[config.mk]
export PLATFORM = sky130hd
export DESIGN_NAME = upstream_risk_gate
export DESIGN_NICKNAME = d
export VERILOG_FILES = /design/src/rtl/upstream_risk_gate.sv
export SDC_FILE = /design/constraint.sdc
export NUM_CORES = 2
export LEC_CHECK = 0
export ABC_CLOCK_PERIOD_IN_PS = 7610
export CELL_PAD_IN_SITES_DETAIL_PLACEMENT = 0
export CELL_PAD_IN_SITES_GLOBAL_PLACEMENT = 2
export CORE_MARGIN = 1
export CORE_UTILIZATION = 46
export CTS_CLUSTER_DIAMETER = 50
export DETAILED_ROUTE_END_ITERATION = 10
export PLACE_DENSITY = 0.92
export SYNTH_ARGS = -nofsm -noshare
export SYNTH_HDL_FRONTEND = slang
export SYNTH_SLANG_ARGS = --single-unit
[constraint.sdc]
create_clock -name clk -period 7.61 [get_ports clk]
set_input_delay 1.522 -clock clk [delete_from_list [all_inputs] [get_ports clk]]
set_output_delay 1.522 -clock clk [all_outputs]
set_load 0.05 [all_outputs]
[src/rtl/upstream_risk_gate.sv]
// upstream_risk_gate
//   Pre-trade risk gate. Holds a per-client table of accumulated order volume
//   and a max-to-trade limit. Each request is accepted, then the addressed
//   entry is read, updated and answered, one request at a time.
//
// Ports
//   clk           single clock, all state on the rising edge
//   HRESETn       asynchronous active-low reset
//   req_valid     request present
//   req_ready     block can accept a request (IDLE only, low while in reset)
//   req_op        00 NEW_ORDER, 01 CANCEL, 10 SET_MAX, 11 QUERY
//   req_client    client index
//   req_amount    order / cancel / new-limit amount (unsigned)
//   halt          global kill switch, rejects NEW_ORDER
//   resp_valid    response present (RESP only)
//   resp_ready    consumer takes the response
//   resp_status   00 ACCEPT, 01 REJ_LIMIT, 10 REJ_HALT, 11 ERR_ID
//   resp_accum    client accumulated orders after the operation
//   resp_max      client max-to-trade after the operation
//   reject_count  saturating count of REJ_LIMIT and REJ_HALT responses
//
// state | meaning
// ------+-------------------------------------------------------------
// IDLE  | waiting for req_valid; req_ready high
// READ  | addressed table entry latched into the working registers
// EXEC  | decision made, table entry and response registers updated
// RESP  | response held until resp_ready

module upstream_risk_gate #(
  parameter int N_CLIENTS = 32,
  parameter int ID_W      = 5,
  parameter int AMT_W     = 16
) (
  input  logic             clk,
  input  logic             HRESETn,
  input  logic             req_valid,
  output logic             req_ready,
  input  logic [1:0]       req_op,
  input  logic [ID_W-1:0]  req_client,
  input  logic [AMT_W-1:0] req_amount,
  input  logic             halt,
  output logic             resp_valid,
  input  logic             resp_ready,
  output logic [1:0]       resp_status,
  output logic [AMT_W-1:0] resp_accum,
  output logic [AMT_W-1:0] resp_max,
  output logic [15:0]      reject_count
);

  // One-hot encoding keeps the state decode trivial and makes an illegal
  // multi-hot state easy to spot.
  localparam logic [3:0] ST_IDLE = 4'b0001;
  localparam logic [3:0] ST_READ = 4'b0010;
  localparam logic [3:0] ST_EXEC = 4'b0100;
  localparam logic [3:0] ST_RESP = 4'b1000;

  localparam logic [1:0] OP_NEW    = 2'b00;
  localparam logic [1:0] OP_CANCEL = 2'b01;
  localparam logic [1:0] OP_SETMAX = 2'b10;
  localparam logic [1:0] OP_QUERY  = 2'b11;

  localparam logic [1:0] RS_ACCEPT = 2'b00;
  localparam logic [1:0] RS_LIMIT  = 2'b01;
  localparam logic [1:0] RS_HALT   = 2'b10;
  localparam logic [1:0] RS_ERR_ID = 2'b11;

  logic [3:0]       state;
  logic [3:0]       state_nxt;
  logic             live;
  logic             accept;
  logic             id_ok_in;

  logic [1:0]       op_q;
  logic [ID_W-1:0]  client_q;
  logic [AMT_W-1:0] amount_q;
  logic             id_ok_q;
  logic [AMT_W-1:0] cur_accum;
  logic [AMT_W-1:0] cur_max;

  logic [AMT_W-1:0] accum_tbl [N_CLIENTS];
  logic [AMT_W-1:0] max_tbl   [N_CLIENTS];

  logic [AMT_W:0]   sum;
  logic [1:0]       exec_status;
  logic [AMT_W-1:0] new_accum;
  logic [AMT_W-1:0] new_max;
  logic             wr_en;
  logic             count_rej;

  // live holds req_ready low through reset and the edge that releases it.
  assign req_ready  = live && (state == ST_IDLE);
  assign resp_valid = (state == ST_RESP);
  assign accept     = req_valid && req_ready;
  // Compare in 32 bits so N_CLIENTS == 2**ID_W does not wrap to zero.
  assign id_ok_in   = (32'(req_client) < N_CLIENTS);

  always_ff @(posedge clk or negedge HRESETn) begin
    if (!HRESETn) begin
      live <= 1'b0;
    end else begin
      live <= 1'b1;
    end
  end

  always_comb begin
    state_nxt = state;
    case (state)
      ST_IDLE: if (accept) state_nxt = ST_READ;
      ST_READ: state_nxt = ST_EXEC;
      ST_EXEC: state_nxt = ST_RESP;
      ST_RESP: if (resp_ready) state_nxt = ST_IDLE;
      default: state_nxt = ST_IDLE;
    endcase
  end

  always_ff @(posedge clk or negedge HRESETn) begin
    if (!HRESETn) begin
      state <= ST_IDLE;
    end else begin
      state <= state_nxt;
    end
  end

  always_ff @(posedge clk or negedge HRESETn) begin
    if (!HRESETn) begin
      op_q     <= OP_NEW;
      client_q <= '0;
      amount_q <= '0;
      id_ok_q  <= 1'b0;
    end else if (accept) begin
      op_q     <= req_op;
      client_q <= req_client;
      amount_q <= req_amount;
      id_ok_q  <= id_ok_in;
    end
  end

  // Out-of-range clients never index the table; they read back as zero.
  always_ff @(posedge clk or negedge HRESETn) begin
    if (!HRESETn) begin
      cur_accum <= '0;
      cur_max   <= '0;
    end else if (state == ST_READ) begin
      if (id_ok_q) begin
        cur_accum <= accum_tbl[client_q];
        cur_max   <= max_tbl[client_q];
      end else begin
        cur_accum <= '0;
        cur_max   <= '0;
      end
    end
  end

  // One extra bit so a large order cannot wrap and slip under the limit.
  assign sum = {1'b0, cur_accum} + {1'b0, amount_q};

  always_comb begin
    exec_status = RS_ACCEPT;
    new_accum   = cur_accum;
    new_max     = cur_max;
    wr_en       = 1'b0;
    count_rej   = 1'b0;
    if (!id_ok_q) begin
      exec_status = RS_ERR_ID;
      new_accum   = '0;
      new_max     = '0;
    end else begin
      case (op_q)
        OP_NEW: begin
          if (halt) begin
            exec_status = RS_HALT;
            count_rej   = 1'b1;
          end else if (sum < {1'b0, cur_max}) begin
            new_accum = sum[AMT_W-1:0];
            wr_en     = 1'b1;
          end else begin
            exec_status = RS_LIMIT;
            count_rej   = 1'b1;
          end
        end
        OP_CANCEL: begin
          new_accum = (amount_q > cur_accum) ? '0 : (cur_accum - amount_q);
          wr_en     = 1'b1;
        end
        OP_SETMAX: begin
          new_max = amount_q;
          wr_en   = 1'b1;
        end
        OP_QUERY: begin
          wr_en = 1'b0;
        end
        default: begin
          wr_en = 1'b0;
        end
      endcase
    end
  end

  // Sole table writer: one entry, EXEC only.
  always_ff @(posedge clk or negedge HRESETn) begin
    if (!HRESETn) begin
      for (int i = 0; i < N_CLIENTS; i++) begin
        accum_tbl[i] <= '0;
        max_tbl[i]   <= '0;
      end
    end else if ((state == ST_EXEC) && wr_en) begin
      accum_tbl[client_q] <= new_accum;
      max_tbl[client_q]   <= new_max;
    end
  end

  always_ff @(posedge clk or negedge HRESETn) begin
    if (!HRESETn) begin
      resp_status <= RS_ACCEPT;
      resp_accum  <= '0;
      resp_max    <= '0;
    end else if (state == ST_EXEC) begin
      resp_status <= exec_status;
      resp_accum  <= new_accum;
      resp_max    <= new_max;
    end
  end

  always_ff @(posedge clk or negedge HRESETn) begin
    if (!HRESETn) begin
      reject_count <= '0;
    end else if ((state == ST_EXEC) && count_rej && (reject_count != 16'hFFFF)) begin
      reject_count <= reject_count + 16'd1;
    end
  end

endmodule
* Yosys cells after proc, flatten, opt, wreduce, memory -nomap -nowiden
Index checks and enable logic that the tools add are counted.
** Word-level totals
- Word-level logic and storage cells :: 137
- Output and inout bits :: 52
- Register bits :: 1135
- Bits of input ports :: 28
** Operators by class
- $lt $le $gt $ge :: 4
- Eq/ne operators :: 10
- $add $sub $neg :: 3
- Reductions and logical operators :: 9
- Muxes and demuxes :: 34
- Bitwise operators :: 1
** Operators by type and width (number)
- bitwise mux 512 bit :: 2
- 2-to-1 mux 16 bit :: 13
- binary-select mux 16 bit (select 5 bit) :: 2
- demux 16 bit (select 5 bit) :: 1
- case mux 16 bit (2 select lines) :: 1
- adder 16 x 16 -> 17 bit :: 1
- < comparator 17 x 16 -> 1 bit :: 1
- adder 16 x 1 -> 16 bit, second input constant :: 1
- greater-than comparator 16 bit :: 1
- inequality test 16 bit, second input constant :: 1
- case mux 4 bit (4 select lines) :: 1
- subtractor 16 bit :: 1
- 2-to-1 mux 1 bit :: 8
- 2-to-1 mux 4 bit :: 2
- >= comparator 6 bit, second input constant :: 1
- logical AND 1 bit :: 6
- < comparator 6 x 1 -> 1 bit, second input constant :: 1
- 2-to-1 mux 2 bit :: 3
- NOT 5 -> 6 bit :: 1
- equality test 2 bit, second input constant :: 2
- equality test 4 x 1 -> 1 bit, second input constant :: 1
- equality test 4 x 2 -> 1 bit, second input constant :: 1
- equality test 4 x 3 -> 1 bit, second input constant :: 1
- equality test 4 bit, second input constant :: 1
- 7 further kinds :: 7

* Depth between registers and ports, before layout
- Depth in word-level cells :: 8
- Gate-level depth with buffers :: 20
- Mapped depth without buffers :: 18

* Least setup slack after synthesis
OpenSTA, ideal clock, no wires.
- Path kind :: register to register
- Start point :: reg cur_accum[5]
- End point :: reg accum_tbl[390] (netlist bit)
- Library setup time :: 136 ps
- Cell stages (with the launch flop) :: 20
- Arrival :: 4500 ps
- Clock period less this slack :: 4635 ps
- Slack :: 2975 ps
- Required time :: 7474 ps
- Buffers on the path :: 3
- Cell sequence :: dfrtp_1 ha_1 buf_2 nor2b_1 or4_1 o22ai_1 o21bai_1 a21oi_1 xnor2_1 ha_1 a21o_1 a211o_1 a2111oi_2 a21oi_2 nor4_2 buf_2 nor2_1 a221oi_2 clkbuf_1 o21ai_0
** On the way
- Cells in the longest elaborated chain, start to end :: 7
- Elaborated cells on any way between the ends :: 15
- Those cells by class :: 2 x add/sub; 2 x order compare; 10 x mux; 1 x reduce/logical
** Ends and longest elaborated chain
- start, declared :: RTL line 77 : logic [AMT_W-1:0] cur_accum;
- start signal, assigned :: RTL line 145 : cur_accum <= accum_tbl[client_q];
- adder 16 x 16 -> 17 bit :: RTL line 155 : assign sum = {1'b0, cur_accum} + {1'b0, amount_q};
- < comparator 17 x 16 -> 1 bit :: RTL line 173 : end else if (sum < {1'b0, cur_max}) begin
- 2-to-1 mux 16 bit or 2-to-1 mux 1 bit (tied branches) :: RTL line 173
- 2-to-1 mux 16 bit or 2-to-1 mux 1 bit (tied branches) :: RTL line 170 : if (halt) begin
- case mux 16 bit (2 select lines) or case mux 1 bit (3 select lines) (tied branches) :: RTL line 168 : case (op_q)
- 2-to-1 mux 16 bit or 2-to-1 mux 1 bit (tied branches) :: RTL line 163 : if (!id_ok_q) begin
- bitwise mux 512 bit or logical AND 1 bit (tied branches) :: RTL line 207, 206
- end signal, assigned by index :: RTL line 207 : accum_tbl[client_q] <= new_accum;
- end, declared :: RTL line 80 : logic [AMT_W-1:0] accum_tbl [N_CLIENTS];
Parallel ways exist; a longest one is shown, timed or not.
A chain may end at the register's enable or synchronous reset.

* Worst setup path in the final report
- Start point :: reg amount_q[1]
- End point :: reg accum_tbl[172] (netlist bit)
** On the way
- Cells in the longest elaborated chain, start to end :: 7
- Elaborated cells on any way between the ends :: 15
- Those cells by class :: 2 x add/sub; 2 x order compare; 10 x mux; 1 x reduce/logical
** Ends and longest elaborated chain
- start, declared :: RTL line 75 : logic [AMT_W-1:0] amount_q;
- start signal, assigned :: RTL line 133 : amount_q <= req_amount;
- adder 16 x 16 -> 17 bit :: RTL line 155
- < comparator 17 x 16 -> 1 bit :: RTL line 173
- 2-to-1 mux 16 bit or 2-to-1 mux 1 bit (tied branches) :: RTL line 173
- 2-to-1 mux 16 bit or 2-to-1 mux 1 bit (tied branches) :: RTL line 170
- case mux 16 bit (2 select lines) or case mux 1 bit (3 select lines) (tied branches) :: RTL line 168
- 2-to-1 mux 16 bit or 2-to-1 mux 1 bit (tied branches) :: RTL line 163
- bitwise mux 512 bit or logical AND 1 bit (tied branches) :: RTL line 207, 206
Parallel ways exist; a longest one is shown, timed or not.

==> results.toml <==
[sta]
fin_crit_sh_pct = 81.06
rsz0062_at_grt = "no"
setup_tns_ps = 0
fmax_ghz = 0.1621
final-setup-viol-count = 0
layout_min_cycle_time_ps = 6169
max_slew_margin_pct = 19.02
clock_skew_ps = 42.27
finalMaxSlewViolations = 0
tightest_slew_ps = 1215
hold_viol = 0

[floorplanning]
io_pins = 80
die_h_um = 333.1
core_area_mm2 = 0.1089
start_util_pct = 46.33
die_x_um = 333.1
dieArea_mm2 = 0.1110
row_count = 121

[yosys]
synthTopCellsByArea = "dfrtp_1, mux4_2, o21ai_0, nand2_1, clkbuf_1"
ys_warn_count = 0
synth.most_common_cell = "nand2_1"
synth_flop_cell = "dfrtp_1"
synth_top_area_share_pct = 56.27
synth_edf_count = 0
ys_seq_area_share_pct = 56.32
ys_top_cells_by_count = "nand2_1, dfrtp_1, o21ai_0, clkbuf_1, mux4_2"
synthArstFlopShare_pct = 100.0
synth_cells = 4680
synth_cell_types = 80
synth_top_cell_by_area = "dfrtp_1"
syn_area_mm2 = 0.05043
avgSynthCellArea_um2 = 10.78
syn-num-nets = 4761
ys_ff_latch = 1135

[routing]
via_per_inst = 5.853
ant_nets = 0
route.vias.total = 35560
avgRoutedWirePerCell_um = 24.42
dr.pass1.iters = 7
drt_iter0_drc = 3149
post-route-drc-count = 0
wl_um = 148300

[run]
maxCapViolations = 0

[placement]
io_buffers = 79
gp_congestion = 0.8764
hpwl_um = 88800

[critical_path]
cp.arrival_ps = 6790
setup.worst_path.end_class = "flip-flop"
critPathLaunchType = "flip-flop"
path_max_fanout = 63
crit_required_ps = 8230
path_class = "flip-flop to flip-flop"
r2r_setup_slack_ps = 1440

[clock_network]
cts-htree-levels = 4
cts_hold_buffers = 0
cts_resized = 0
clk_pin_slew_ps = 60
cts_setup_buffers = 0
clockBufferDepth = 3
cts_tree = "yes"
clock_latency_ps = 760
clock-root-buffer = "clkbuf_16"
numCtsBuffers = 132
cts.sinks = 1135

[pwr]
cellPowerDensity_mw_per_mm2 = 299.6
leakage_nw = 24.64
p_total_mw = 17.09
ir_worst_vdd_mv = 0.2876

[final_layout]
register_area_mm2 = 0.02841
multi_input_area_mm2 = 0.02048
fillCellCount = 9459
drive_gt1_share_pct = 13.67
diodes = 0
syn_to_final_growth_pct = 13.13
fin_nets = 4642

[grt]
grt_pass1_wl_um = 228500
grt_max_degree = 185
grt_usage_pct = 27.41
gr-total-overflow = 0
grt_pass1_vias = 34780
grt_antenna_before_repair = 4

[min_path]
hold_path_class = "flip-flop to flip-flop"

[run_status]
status = "finished clean"
power breakdown:
| part | switching (mW) | total (mW) | internal, mW |
|---|---|---|---|
| combinational | 2.88 | 4.12 | 1.24 |
| sequential | 0.287 | 6.51 | 6.22 |
| clock | 2.65 | 6.46 | 3.81 |
worst max-delay path: stages (launching register included):
cell	delay [ps]
dfrtp_1	400
inv_1	130
ha_1	320
nor2b_1	60
o311ai_0	470
a31oi_1	330
a211oi_1	430
xor2_1	420
ha_1	330
a211o_1	290
a2111oi_2	380
a21oi_2	190
o41ai_4	440
buf_12	360
nand4_4	950
o21ai_0	530
final timing paths:
kind	startpoint	end	cells past startpoint
max	amount_q[1]	accum_tbl[172]	15
max in group asynchronous	HRESETn	accum_tbl[344]	2
min in group asynchronous	HRESETn	max_tbl[332]	1
min reg2reg	accum_tbl[10]	accum_tbl[10]	2
max reg2reg	amount_q[1]	accum_tbl[172]	15
min	accum_tbl[10]	accum_tbl[10]	2
sequential cells by signal, summed over array words and instances (netlist names):
register      count
accum_tbl       512
max_tbl         512
amount_q         16
cur_accum        16
cur_max          16
reject_count     16
resp_accum       16
resp_max         16
client_q          5
state             4
op_q              2
resp_status       2
id_ok_q           1
live              1
metal layers:
metal	vias up	wire length, um	global-route usage (%)
met2	1107	67340	41.52
li1	16180	-	-
met5	-	0	0
met1	18030	66690	40.12
met3	243	10180	5.105
met4	0	4129	8.491
cells in the final DEF, fill, tap and decap left out, types with 24 or more instances in the layout:
cell type,n
nand2_1,1153
dfrtp_1,1132
o21ai_0,927
mux4_2,256
o21ai_1,160
clkbuf_16,132
a22oi_1,128
buf_4,82
clkdlybuf4s50_1,78
inv_1,72
ha_1,51
nor2_1,41
nand4_1,39
xnor2_1,30
clkbuf_1,24
clkbuf_8,24
metrics by stage:
step	hold WS [ps]	instances	util, %	worst slack, ps	cell area, um2
after global placement	455.2	5840	48.31	1468	52590
final	471.8	6075	52.42	1441	57060
after global routing	485.6	6075	52.42	992.7	57060
after detailed placement	464.8	5840	48.31	1339	52590
after floorplan	444.6	4680	-	2975	50430
after CTS	477.2	6074	52.40	1352	57040
area by class of cell:
class                   instances  share of cell area (%)
flip-flops and latches       1135                   49.79
clock inverters                54                   1.276
well taps                    1414                   3.101
clock buffers                 180                   6.526
repair buffers                174                   2.921
inverters                      73                  0.4802
multi-input cells            3045                   35.90
logic make-up after synthesis:
logic type                 after synthesis  share of synthesized area, %
AOI/OAI and AO/OA                     1331                         14.69
xor gates and xnor gates                38                        0.6599
and+or+nand+nor                       1342                         11.28
adders and majority gates               53                         1.345
DFF                                   1135                         56.32
muxes                                  280                         11.91
other                                    1                      0.007435
buffers and inverters                  500                         3.786
(Power assumes the default switching activity.)
